<file path="src/rtl/div_pkg.sv">
// Shared types and constants for the 16/8 sequential divider.
package div_pkg;

    localparam int DW_D = 8;
    localparam int DW_N = 2 * DW_D;

    // Quotient reported for divide-by-zero and quotient overflow
    localparam logic [DW_D-1:0] Q_SAT = 8'hFF;

    typedef enum logic [1:0] {
        IDLE = 2'd0,
        CALC = 2'd1,
        DONE = 2'd2
    } state_t;

endpackage

</file>
<file path="src/rtl/div_step.sv">
// One restoring-division step: shift the next dividend bit into the partial remainder and try subtracting.
// Latency: combinational.
// Backpressure: none; purely combinational.
module div_step
    import div_pkg::*;
(
    input  logic [DW_D-1:0] rem,
    input  logic            bit_in,
    input  logic [DW_D-1:0] d,
    output logic [DW_D-1:0] rem_next,
    output logic            qbit
);

    logic [DW_D:0]   t;
    logic [DW_D-1:0] diff;

    assign t    = {rem, bit_in};
    // rem < d on entry, so t - d always fits in DW_D bits and mod-2^DW_D arithmetic is exact
    assign diff = t[DW_D-1:0] - d;
    assign qbit = (t >= {1'b0, d});

    assign rem_next = qbit ? diff : t[DW_D-1:0];

endmodule

</file>
<file path="src/rtl/seq_div_16_8.sv">
// Sequential restoring divider, 16-bit dividend / 8-bit divisor -> 8-bit quotient and remainder.
// Latency: 1 cycle for divide-by-zero/overflow, 9 cycles (load + 8 steps) otherwise.
// Backpressure: result held in DONE until out_ready; in_ready only in IDLE, one division in flight.
module seq_div_16_8
    import div_pkg::*;
(
    input  logic            clk,
    input  logic            rst_n,
    input  logic            in_valid,
    output logic            in_ready,
    input  logic [DW_N-1:0] IN1,
    input  logic [DW_D-1:0] IN2,
    output logic            out_valid,
    input  logic            out_ready,
    output logic [DW_D-1:0] Q,
    output logic [DW_D-1:0] R,
    output logic            div_zero,
    output logic            overflow
);

    state_t          state, state_nxt;
    logic [2:0]      cnt;
    logic [DW_D-1:0] rem;
    logic [DW_D-1:0] low;
    logic [DW_D-1:0] quo;
    logic [DW_D-1:0] dvs;
    logic [DW_D-1:0] rem_next;
    logic            qbit;
    logic            accept;
    logic            is_zero;
    logic            is_ovf;
    logic            last_step;

    div_step u_step (
        .rem      (rem),
        .bit_in   (low[DW_D-1]),
        .d        (dvs),
        .rem_next (rem_next),
        .qbit     (qbit)
    );

    // Handshake outputs decode from state only, so no input-to-output combinational path
    assign in_ready  = (state == IDLE);
    assign out_valid = (state == DONE);

    assign accept    = in_valid && in_ready;
    assign is_zero   = (IN2 == '0);
    assign is_ovf    = (IN1[DW_N-1:DW_D] >= IN2);
    assign last_step = (cnt == 3'd7);

    always_ff @(posedge clk or negedge rst_n) begin
        if (!rst_n) begin
            state <= IDLE;
        end else begin
            state <= state_nxt;
        end
    end

    always_comb begin
        state_nxt = state;
        unique case (state)
            IDLE: begin
                if (in_valid) begin
                    state_nxt = (is_zero || is_ovf) ? DONE : CALC;
                end
            end
            CALC: begin
                if (last_step) begin
                    state_nxt = DONE;
                end
            end
            DONE: begin
                if (out_ready) begin
                    state_nxt = IDLE;
                end
            end
            default: state_nxt = IDLE;
        endcase
    end

    always_ff @(posedge clk or negedge rst_n) begin
        if (!rst_n) begin
            cnt      <= '0;
            rem      <= '0;
            low      <= '0;
            quo      <= '0;
            dvs      <= '0;
            Q        <= '0;
            R        <= '0;
            div_zero <= 1'b0;
            overflow <= 1'b0;
        end else if (accept) begin
            if (is_zero) begin
                Q        <= Q_SAT;
                R        <= '0;
                div_zero <= 1'b1;
                overflow <= 1'b0;
            end else if (is_ovf) begin
                Q        <= Q_SAT;
                R        <= '0;
                div_zero <= 1'b0;
                overflow <= 1'b1;
            end else begin
                rem      <= IN1[DW_N-1:DW_D];
                low      <= IN1[DW_D-1:0];
                dvs      <= IN2;
                quo      <= '0;
                cnt      <= '0;
                div_zero <= 1'b0;
                overflow <= 1'b0;
            end
        end else if (state == CALC) begin
            rem <= rem_next;
            low <= {low[DW_D-2:0], 1'b0};
            quo <= {quo[DW_D-2:0], qbit};
            cnt <= cnt + 3'd1;
            // Output registers only update on completion so Q/R stay stable outside DONE too
            if (last_step) begin
                Q <= {quo[DW_D-2:0], qbit};
                R <= rem_next;
            end
        end
    end

endmodule
</file>
<file path="config.mk">
export PLATFORM = sky130hd
export DESIGN_NAME = seq_div_16_8
export DESIGN_NICKNAME = d
export VERILOG_FILES = /design/src/rtl/div_pkg.sv /design/src/rtl/div_step.sv /design/src/rtl/seq_div_16_8.sv
export SDC_FILE = /design/constraint.sdc
export NUM_CORES = 1
export LEC_CHECK = 0
export CELL_PAD_IN_SITES_DETAIL_PLACEMENT = 1
export CELL_PAD_IN_SITES_GLOBAL_PLACEMENT = 1
export CORE_ASPECT_RATIO = 2
export CORE_MARGIN = 2
export CORE_UTILIZATION = 38
export CTS_CLUSTER_SIZE = 16
export DETAILED_ROUTE_END_ITERATION = 7
export PLACE_DENSITY_LB_ADDON = 0.08
export SLEW_MARGIN = 20
export SYNTH_ARGS = -nofsm -noshare
export SYNTH_HDL_FRONTEND = slang
export SYNTH_HIERARCHICAL = 1
export SYNTH_SLANG_ARGS = --single-unit
</file>
<file path="constraint.sdc">
create_clock -name clk -period 2.4 [get_ports clk]
set_input_delay 0.48 -clock clk [delete_from_list [all_inputs] [get_ports clk]]
set_output_delay 0.48 -clock clk [all_outputs]
set_load 0.005 [all_outputs]
</file>
==> impl_metrics.prom <==
# TYPE chip_impl_metric gauge
chip_impl_info{name="run_status",value="finished with violations"} 1
chip_impl_info{name="violated_checks",value="setup timing"} 1
chip_impl_metric{name="dp_slack",unit="ns"} -0.537
chip_impl_metric{name="design_power_total",unit="mW"} 6.94
chip_impl_metric{name="synth-adder-area-share",unit="%"} 7.95
chip_impl_metric{name="slowest_delay",unit="ns"} 0.39
chip_impl_info{name="cts.root.buffer_cell",value="sky130_fd_sc_hd__clkbuf_16"} 1
chip_impl_metric{name="clock_latency",unit="ns"} 0.29
chip_impl_metric{name="critical_path_arrival",unit="ns"} 2.86
chip_impl_metric{name="detailed_route_drc_error_count",unit=""} 0
chip_impl_metric{name="finalSetupViolations",unit=""} 10
chip_impl_metric{name="h-tree-depth",unit=""} 2
chip_impl_metric{name="gp_routability_congestion",unit=""} 0.884
chip_impl_metric{name="first_global_vias",unit=""} 2825
chip_impl_metric{name="number_of_inserted_filler_cells_in_the_final_layout",unit=""} 883
chip_impl_info{name="critPathKind",value="reg2reg"} 1
chip_impl_metric{name="compound_gate_fraction_of_synth_area",unit="%"} 13.8
chip_impl_metric{name="seq_area_frac_synth",unit="%"} 43.8
chip_impl_metric{name="worst_slew_pin_slew",unit="ns"} 0.715
chip_impl_metric{name="synth_simple_gate_area_share",unit="%"} 13.8
chip_impl_metric{name="die_area",unit="sq mm"} 0.00889
chip_impl_metric{name="maxClockFrequency",unit="MHz"} 373
chip_impl_info{name="synth.top_cells.by_area",value="sky130_fd_sc_hd__dfrtp_1 (44%), sky130_fd_sc_hd__mux2_2 (12%), sky130_fd_sc_hd__ha_1 (7.3%)"} 1
chip_impl_info{name="synth.top_cells.by_count",value="sky130_fd_sc_hd__dfrtp_1 (54), sky130_fd_sc_hd__nand2_1 (47), sky130_fd_sc_hd__mux2_2 (34), sky130_fd_sc_hd__inv_1 (23), sky130_fd_sc_hd__ha_1 (18)"} 1
chip_impl_metric{name="grt_start_max_net_pins",unit=""} 55
chip_impl_metric{name="grtUsageTotal",unit="%"} 22.3
chip_impl_metric{name="drive_gt1_share",unit="%"} 34.3
chip_impl_info{name="worst_hold_path_type",value="in2async"} 1
chip_impl_metric{name="synthDominantCellAreaShare",unit="%"} 43.8
chip_impl_metric{name="synth_warnings",unit=""} 6
chip_impl_metric{name="fin_cells",unit=""} 495
chip_impl_metric{name="number_of_detailed_route_iterations_in_the_first_pass",unit=""} 4
chip_impl_metric{name="timing_max_transition_violations_final",unit=""} 0
chip_impl_metric{name="diodes",unit=""} 0
chip_impl_metric{name="floorplan.rows",unit=""} 46
chip_impl_metric{name="layout_worst_path_cycle_share",unit="%"} 112
chip_impl_info{name="worstSetupStartpointType",value="flop"} 1
chip_impl_metric{name="post_synth_num_cell_types",unit=""} 41
chip_impl_metric{name="tritoncts_num_sinks",unit=""} 54
chip_impl_metric{name="placed_cells",unit=""} 479
chip_impl_info{name="synth_most_common_cell",value="sky130_fd_sc_hd__dfrtp_1"} 1
chip_impl_metric{name="async_reset_ff_share",unit="%"} 100
chip_impl_metric{name="p_per_area",unit="mW/mm^2"} 1570
chip_impl_metric{name="die_w",unit="microns"} 67.7
chip_impl_metric{name="area_growth",unit="%"} 43.0
chip_impl_info{name="r2r-end",value="rem[6]"} 1
chip_impl_metric{name="post_synthesis_share_of_cell_area_spent_on_xor_and_xnor_gates",unit="%"} 0.852
chip_impl_metric{name="vias_per_cell",unit=""} 5.16
chip_impl_info{name="cp_top_family",value="multiplexers"} 1
chip_impl_metric{name="synthesis.area_per_instance",unit="sq um"} 10.3
chip_impl_metric{name="critical_path_cell_count",unit=""} 11
chip_impl_metric{name="die-height",unit="microns"} 131
chip_impl_metric{name="grt_antenna_before_repair",unit=""} 0
chip_impl_info{name="clock_tree_from_tritoncts",value="built"} 1
chip_impl_metric{name="clk_pin_slew",unit="ns"} 0.07
chip_impl_metric{name="cts_hold_buf",unit=""} 0
chip_impl_metric{name="globalRouteOverflowTotal",unit=""} 0
chip_impl_metric{name="route.detailed.wl_per_inst",unit="microns"} 19.4
chip_impl_metric{name="regToRegSetupSlack",unit="ns"} -0.28
chip_impl_metric{name="count_of_buffer_and_inverter_cells_on_the_critical_path",unit=""} 1
chip_impl_metric{name="top_level_ports",unit=""} 48
chip_impl_metric{name="rr_worst_depth",unit=""} 11
chip_impl_metric{name="worst-path-max-fanout",unit=""} 2
chip_impl_info{name="startpoint",value="low[7]"} 1
chip_impl_metric{name="critPathRequiredTime",unit="ns"} 2.58
chip_impl_metric{name="drt-total-wl",unit="mm"} 9.59
chip_impl_metric{name="dp_hpwl",unit="mm"} 7.01
chip_impl_info{name="worst_r2r_startpoint",value="low[7]"} 1
chip_impl_metric{name="total_core_area",unit="sq mm"} 0.00789
chip_impl_metric{name="detail_route.iter0.violations",unit=""} 121
chip_impl_metric{name="finalClockSkew",unit="ns"} 0.00620
chip_impl_metric{name="initial_core_util",unit="%"} 39.1
chip_impl_metric{name="maxCapViolCount",unit=""} 0
chip_impl_metric{name="final-hold-violation-count",unit=""} 0
chip_impl_metric{name="routed-via-count",unit=""} 2554
chip_impl_metric{name="leakagePower",unit="nW"} 2.09
chip_impl_metric{name="period_needed",unit="ns"} 2.68
chip_impl_info{name="crit_slowest_cell",value="sky130_fd_sc_hd__fa_2"} 1
chip_impl_info{name="dominant_combinational_cell_family_by_area_after_synthesis",value="multiplexers"} 1
chip_impl_info{name="endpoint_kind",value="flop"} 1
chip_impl_metric{name="slew-limit-headroom",unit="%"} 52.3
chip_impl_metric{name="synth.mux.area_fraction",unit="%"} 14.9
chip_impl_info{name="cp_cell_sequence",value="inv_2 -> ha_4 -> fa_2 -> nor2b_4 -> o31a_1 -> mux2i_1 -> o2111ai_1 -> mux2_4 -> and2_4 -> a21o_1 -> mux2_4"} 1
chip_impl_metric{name="cts.path.max_buffers",unit=""} 2
chip_impl_metric{name="cts_buffers",unit=""} 5
chip_impl_metric{name="design.final.nets",unit=""} 446
chip_impl_metric{name="number_of_flops_mapped_to_enable_cells_by_yosys",unit=""} 0
chip_impl_metric{name="postLayoutSetupSlackWorst",unit="ns"} -0.280
chip_impl_info{name="yosys.area.top_type",value="sky130_fd_sc_hd__dfrtp_1"} 1
chip_impl_metric{name="postRouteAntennaNets",unit=""} 0
chip_impl_metric{name="yosys_register_bits",unit=""} 54
chip_impl_info{name="dominantRegCellSynth",value="sky130_fd_sc_hd__dfrtp_1"} 1
chip_impl_metric{name="grt_first_pass_wirelength",unit="mm"} 14.6
chip_impl_info{name="rsz0062_at_grt",value="true"} 1
chip_impl_metric{name="utilization",unit="%"} 55.9
chip_impl_metric{name="synth.cell_area",unit="sq mm"} 0.00308
chip_impl_metric{name="port_buffers",unit=""} 47
chip_impl_metric{name="mappedNetlistNets",unit=""} 345
chip_impl_metric{name="worst_ir_drop_vdd",unit="mV"} 0.882
chip_impl_metric{name="syn_inst",unit=""} 298
chip_impl_info{name="critical-path-top-cell-by-count",value="sky130_fd_sc_hd__mux2_4"} 1
## state kept, by name (all words and copies together), names as in the netlist
register  flops
Q             8
R             8
dvs           8
low           8
rem           8
quo           7
cnt           3
state         2
div_zero      1
overflow      1
## worst max path at each step
| stage | end | slack (ns) |
|---|---|---|
| floorplan | rem[6] | 0.009 |
| global placement | Q[1] | -0.48 |
| detailed placement | Q[2] | -0.54 |
| CTS | rem[6] | -0.33 |
| global route | rem[6] | -0.36 |
| finish | rem[6] | -0.28 |
## metrics by stage
stage	cell area [sq um]	setup TNS, ns	hold slack, ns
after global routing	4410	-3.45	0.382
final	4410	-1.86	0.317
after CTS	4300	-1.46	0.349
after floorplan	3100	0	0.184
after global placement	4010	-22.02	0.479
after detailed placement	4010	-24.23	0.493
## where the power goes
| part | leakage [nW] | switching, mW | total [mW] | internal (mW) |
|---|---|---|---|---|
| registers | 0.664 | 0.312 | 1.68 | 1.37 |
| logic | 1.36 | 1.96 | 4.54 | 2.57 |
| clock network | 0.0619 | 0.333 | 0.715 | 0.381 |
## per-layer routing
metal  wire length, microns  global-route usage (%)
met3                    176                    2.74
met2                   5910                    44.1
met4                    341                    7.94
met5                      0                       0
met1                   3170                    21.6
## final cells by class
cell class | count | area, sq um | area share (%)
Clock buffer | 5 | 125 | 2.84
Inverter | 23 | 86.3 | 1.96
Sequential cell | 54 | 1350 | 30.6
Multi-Input combinational cell | 212 | 1750 | 39.6
Timing Repair Buffer | 103 | 966 | 21.9
Clock inverter | 2 | 15.0 | 0.341
Tap cell | 96 | 120 | 2.72
## what timing repair did
action / in CTS / in global routing
gates cloned: 2 / 1
setup endpoints to repair: 50 / 33
resized for setup: 32 / 22
pin swaps: 9 / 7
buffers inserted: 3 / 3
## worst register-to-register path: stages (launching register included)
cell	delay [ns]
sky130_fd_sc_hd__dfrtp_1	0.37
sky130_fd_sc_hd__inv_2	0.08
sky130_fd_sc_hd__ha_4	0.17
sky130_fd_sc_hd__fa_2	0.39
sky130_fd_sc_hd__nor2b_4	0.15
sky130_fd_sc_hd__o31a_1	0.25
sky130_fd_sc_hd__mux2i_1	0.21
sky130_fd_sc_hd__o2111ai_1	0.14
sky130_fd_sc_hd__mux2_4	0.29
sky130_fd_sc_hd__and2_4	0.14
sky130_fd_sc_hd__a21o_1	0.15
sky130_fd_sc_hd__mux2_4	0.25
## kinds of logic (layout without fill, tap and decap cells)
| group | count (synthesis) | count (layout) |
|---|---|---|
| AO/OA/AOI/OAI | 56 | 57 |
| XOR/XNOR | 3 | 3 |
| adder cells (fa/ha/maj) | 19 | 19 |
| buffers and inverters | 33 | 133 |
| flip-flops | 54 | 54 |
| multiplexers | 41 | 41 |
| AND/OR/NAND/NOR | 92 | 92 |
## placed cells by master (no fill, tap or decap), types with 9 or more instances in the layout
master	n
sky130_fd_sc_hd__inv_1	22
sky130_fd_sc_hd__a21o_1	12
sky130_fd_sc_hd__nand2_1	47
sky130_fd_sc_hd__ha_1	11
sky130_fd_sc_hd__dlygate4sd2_1	9
sky130_fd_sc_hd__buf_4	46
sky130_fd_sc_hd__clkdlybuf4s50_1	35
sky130_fd_sc_hd__nor3_1	9
sky130_fd_sc_hd__mux2_2	32
sky130_fd_sc_hd__dfrtp_1	54
Note: power is estimated with default switching activity, not from simulation.
